## src/rtl/regfile_sb.sv

```systemverilog
// Two-read / one-write register file with a per-register pending scoreboard for RAW hazard detection.
// Optional write-to-read forwarding is enabled by defining REGFILE_BYPASS_EN.
module regfile_sb #(
    parameter int DATA_W   = 32,
    parameter int NUM_REGS = 32,
    parameter int ADDR_W   = 5,
    parameter int ZERO_REG = 1
) (
    input  logic              clk,
    input  logic              rst,
    input  logic [ADDR_W-1:0] A1,
    input  logic [ADDR_W-1:0] A2,
    output logic [DATA_W-1:0] RD1,
    output logic [DATA_W-1:0] RD2,
    input  logic              WE3,
    input  logic [ADDR_W-1:0] A3,
    input  logic [DATA_W-1:0] WD3,
    input  logic              ISSUE_V,
    input  logic [ADDR_W-1:0] ISSUE_RD,
    output logic              BUSY1,
    output logic              BUSY2,
    output logic [ADDR_W:0]   PEND_CNT
);

    logic [DATA_W-1:0]   regs_q [NUM_REGS];
    logic [DATA_W-1:0]   regs_d [NUM_REGS];
    logic [NUM_REGS-1:0] pend_q, pend_d;
    logic [ADDR_W:0]     cnt_q, cnt_d;
    logic                wr_v, set_v, inc, dec;
    logic [ADDR_W-1:0]   ra   [2];
    logic [DATA_W-1:0]   rd   [2];
    logic                busy [2];

    // In range and not the hardwired zero register.
    function automatic logic addr_ok(input logic [ADDR_W-1:0] a);
        return (32'(a) < 32'(NUM_REGS)) && !((ZERO_REG != 0) && (a == '0));
    endfunction

    always_comb begin
        wr_v   = WE3 && addr_ok(A3);
        set_v  = ISSUE_V && addr_ok(ISSUE_RD);
        regs_d = regs_q;
        pend_d = pend_q;
        inc    = 1'b0;
        dec    = 1'b0;
        if (wr_v) begin
            regs_d[A3] = WD3;
            pend_d[A3] = 1'b0;
            dec        = pend_q[A3];
        end
        // A new producer supersedes a retiring one on the same register.
        if (set_v) begin
            pend_d[ISSUE_RD] = 1'b1;
            inc              = !pend_q[ISSUE_RD];
            if (wr_v && (A3 == ISSUE_RD))
                dec = 1'b0;
        end
        cnt_d = cnt_q + (ADDR_W+1)'(inc) - (ADDR_W+1)'(dec);
    end

    always_ff @(posedge clk or negedge rst) begin
        if (!rst) begin
            for (int i = 0; i < NUM_REGS; i++)
                regs_q[i] <= '0;
            pend_q <= '0;
            cnt_q  <= '0;
        end else begin
            regs_q <= regs_d;
            pend_q <= pend_d;
            cnt_q  <= cnt_d;
        end
    end

    assign ra[0] = A1;
    assign ra[1] = A2;

    always_comb begin
        for (int p = 0; p < 2; p++) begin
            rd[p]   = '0;
            busy[p] = 1'b0;
            if (addr_ok(ra[p])) begin
                rd[p]   = regs_q[ra[p]];
                busy[p] = pend_q[ra[p]];
            end
`ifdef REGFILE_BYPASS_EN
            if (wr_v && (A3 == ra[p])) begin
                rd[p]   = WD3;
                busy[p] = set_v && (ISSUE_RD == ra[p]);
            end
`endif
            // Forwarded values must not leak out while reset is held.
            if (!rst) begin
                rd[p]   = '0;
                busy[p] = 1'b0;
            end
        end
    end

    assign RD1      = rd[0];
    assign RD2      = rd[1];
    assign BUSY1    = busy[0];
    assign BUSY2    = busy[1];
    assign PEND_CNT = cnt_q;

endmodule

```

## config.mk

```make
export PLATFORM = sky130hd
export DESIGN_NAME = regfile_sb
export DESIGN_NICKNAME = d
export VERILOG_FILES = /design/src/rtl/regfile_sb.sv
export SDC_FILE = /design/constraint.sdc
export NUM_CORES = 2
export LEC_CHECK = 0
export ABC_CLOCK_PERIOD_IN_PS = 3900
export BUFFER_PORTS_ARGS = -buffer_cell sky130_fd_sc_hd__clkbuf_2
export CELL_PAD_IN_SITES_DETAIL_PLACEMENT = 1
export CELL_PAD_IN_SITES_GLOBAL_PLACEMENT = 1
export CORE_UTILIZATION = 40
export DETAILED_ROUTE_END_ITERATION = 10
export PLACE_DENSITY = 0.66
export RECOVER_POWER = 100
export SKIP_CTS_REPAIR_TIMING = 1
export SYNTH_ARGS = -nofsm -noshare
export SYNTH_HDL_FRONTEND = slang
export SYNTH_SLANG_ARGS = --single-unit
```

## constraint.sdc

```tcl
create_clock -name clk -period 3.9 [get_ports clk]
set_input_delay 0.78 -clock clk [delete_from_list [all_inputs] [get_ports clk]]
set_output_delay 0.78 -clock clk [all_outputs]
set_load 0.01 [all_outputs]
```

==> qor.csv <==
stage,metric,value,unit
synthesis,ys_ff_latch,1062,
critical_path,crit_path_end,regs_q[471],
worst_hold_path,hp-class,in2async,
synthesis,synth_commonest_cells,"dfrtp_1 (1,062), mux2_2 (947), mux4_2 (542)",
critical_path,regToRegSetupSlack,570,ps
finish,drive_gt1_frac,0.530,
critical_path,crit_start,A3[1],
die,die-height,380,µm
critical_path,cp-start-kind,primary input,
power,p_sw_frac,0.277,
synthesis,syn_area,57300,µm²
synthesis,yosysMostFrequentCell,dfrtp_1,
finish,final_cells,5594,
critical_path,crit_arrival,4420,ps
die,initial_core_util,0.404,
finish,final_util,0.451,
sta,min_period,3790,ps
finish,area.growth.synth_to_final,11.5,%
synthesis,synth.top_cell.area_share,0.464,
sta,slew_headroom,-0.522,
synthesis,yosys.area.top_type,dfrtp_1,
die,boundaryPins,128,
global_routing,grtUsageTotal,0.250,
synthesis,syn_avg_cell_area,15.9,µm²
sta,finalSetupTns,0,ps
placement,hpwl,108,mm
sta,final_hold_viol_count,0,
clock_network,cts_max_path_buffers,3,
route,routed_wl,178,mm
power,p_int,24.2,mW
critical_path,r2r_end,PEND_CNT[5],
sta,tightest_slew,2280,ps
placement,gp_congestion,0.798,
power,power,33.4,mW
clock_network,clock_latency,760,ps
die,die_w,380,µm
route,drtIter0Drc,2614,
power,seq_power_share,0.442,
sta,slew_viol_final,1291,
synthesis,postSynthCellCount,3592,
critical_path,criticalPathCategory,in2reg,
critical_path,endpoint_kind,register,
placement,io_buffers,127,
placement,dp.cells,5368,
global_routing,grt_max_degree,166,
sta,layout_setup_ws,115,ps
route,vias_per_cell,6.23,
synthesis,yosysWarnings,0,
sta,min_period_over_period,0.971,
power,p_comb_frac,0.205,
global_routing,grt_pass1_wl,268,mm
clock_network,cts.sinks,1062,
sta,rsz0062_at_grt,false,
die,num_rows,138,
critical_path,rr_startpoint,pend_q[18],
finish,nNetsFinal,3663,
route,first_pass_iters,5,
route,vias,34824,
route,postRouteAntennaNets,0,
route,post-route-drc-count,0,
power,cellLeakagePower,27.6,nW
critical_path,worstPathMaxFanout,18,
synthesis,seq_area_frac_synth,0.464,
clock_network,tritoncts,done,
global_routing,antenna_found_initial,11,
run,maxCapViolCount,28,
global_routing,overflow,0,
clock_network,clockRootBuffer,clkbuf_16,
clock_network,cts_buffers,119,
status,violations,"capacitance limit, slew limit",
sta,finalSetupViolCount,0,
synthesis,ys_async_sr_fraction,1.00,
power,switching_power,9.25,mW
critical_path,rr_worst_depth,11,
status,status,finished with violations,
power,clkPwrFrac,0.353,
critical_path,required,4540,ps
power,peakVddDrop,0.000390,V
synthesis,synth_area_leaders,"dfrtp_1 (46%), mux4_2 (21%), mux2_2 (19%)",
clock_network,clk_pin_slew,60,ps
clock_network,cts_max_level,3,
die,coreArea,142000,µm²
sta,finalClockSkew,22.3,ps
die,die_area,145000,µm²
synthesis,yosys.cell_types.count,53,
route,wl_per_cell,31.8,µm
sta,fmax,0.264,GHz
synthesis,synth_edf_count,0,
global_routing,grt_pass1_vias,38013,
synthesis,syn_nets,3655,
power,powerDensity,523,nW/µm²
synthesis,ys.flop_type,dfrtp_1,
placement,place_ws,82.0,ps
[per-layer routing]
metal	share of wire	vias to the layer above	global-route usage
li1	-	14094	-
met1	0.45	19554	0.363
met2	0.47	885	0.395
met3	0.049	287	0.0356
met4	0.026	4	0.0609
met5	0.00015	-	0
[through the flow]
stage          hold WS, ps  instance area (µm²)
2_1_floorplan          441                57300
3_3_place_gp           376                60400
3_5_place_dp           383                60400
4_1_cts               -173                64500
5_1_grt                304                63900
6_report               275                63900
[state kept, by name (all words and copies together), names as in the netlist]
| register | flops |
|---|---|
| pend_q | 32 |
| PEND_CNT | 6 |
| regs_q | 1024 |
[worst max-delay path: stages]
cell      delay (ps)
clkbuf_1         390
clkbuf_1         390
and3b_1          290
nand2_1         1490
clkbuf_4         670
mux2_2           380
[cells in the final DEF, fill, tap and decap left out, drive strengths merged, types with 9 or more instances in the layout]
cell type  synthesis  layout
mux2i            270     270
nor2              18      18
mux4             542     542
a22o              12      12
clkinvlp           0       9
bufinv             0      11
o21ai             24      24
inv                6       9
clkbuf           190     346
o22a              68      68
mux2             992     992
nand3b             9       9
dfrtp           1062    1062
nand2             26      26
buf              228     129
o221ai            66      66
clkinv             0      28
[cell type report]
cell class	instances	area (µm²)
fill	13618	77900
multi-input combinational	2106	28500
sequential	1062	26600
clock buffer	171	3440
tap	1890	2360
timing repair buffer	305	2330
clock inverter	51	671
inverter	6	22.5
antenna	3	7.51
[cell families (layout without fill, tap and decap cells)]
family	Yosys count	after routing	synth area share
DFF	1062	1062	0.464
buffers and inverters	424	533	0.0388
AOI/OAI and AO/OA	193	193	0.0277
and+or+nand+nor	93	93	0.0114
adders and majority gates	7	7	0.00166
other	0	3	0
muxes	1804	1804	0.455
xor gates and xnor gates	9	9	0.00138
[power by group through the flow]
stage / Combinational [mW] / Clock (mW) / Sequential [mW]
finish: 6.86 / 11.8 / 14.8
detailed placement: 6.95 / 0 / 14.9
floorplan: 5.30 / 0 / 14.3
global placement: 6.78 / 0 / 14.7
global route: 7.39 / 12.5 / 15.1
CTS: 6.98 / 12.1 / 14.7
[worst min-delay path by stage]
stage,start,to,slack (ps),cells after the start
final,rst,regs_q[681],280,2
after CTS,rst,regs_q[356],-170,1
after global routing,rst,regs_q[937],300,2
after detailed placement,regs_q[994],regs_q[994],380,0
after floorplan,regs_q[1000],regs_q[1000],440,1
after global placement,regs_q[993],regs_q[993],380,0
Power figures use the tool's default switching activity.
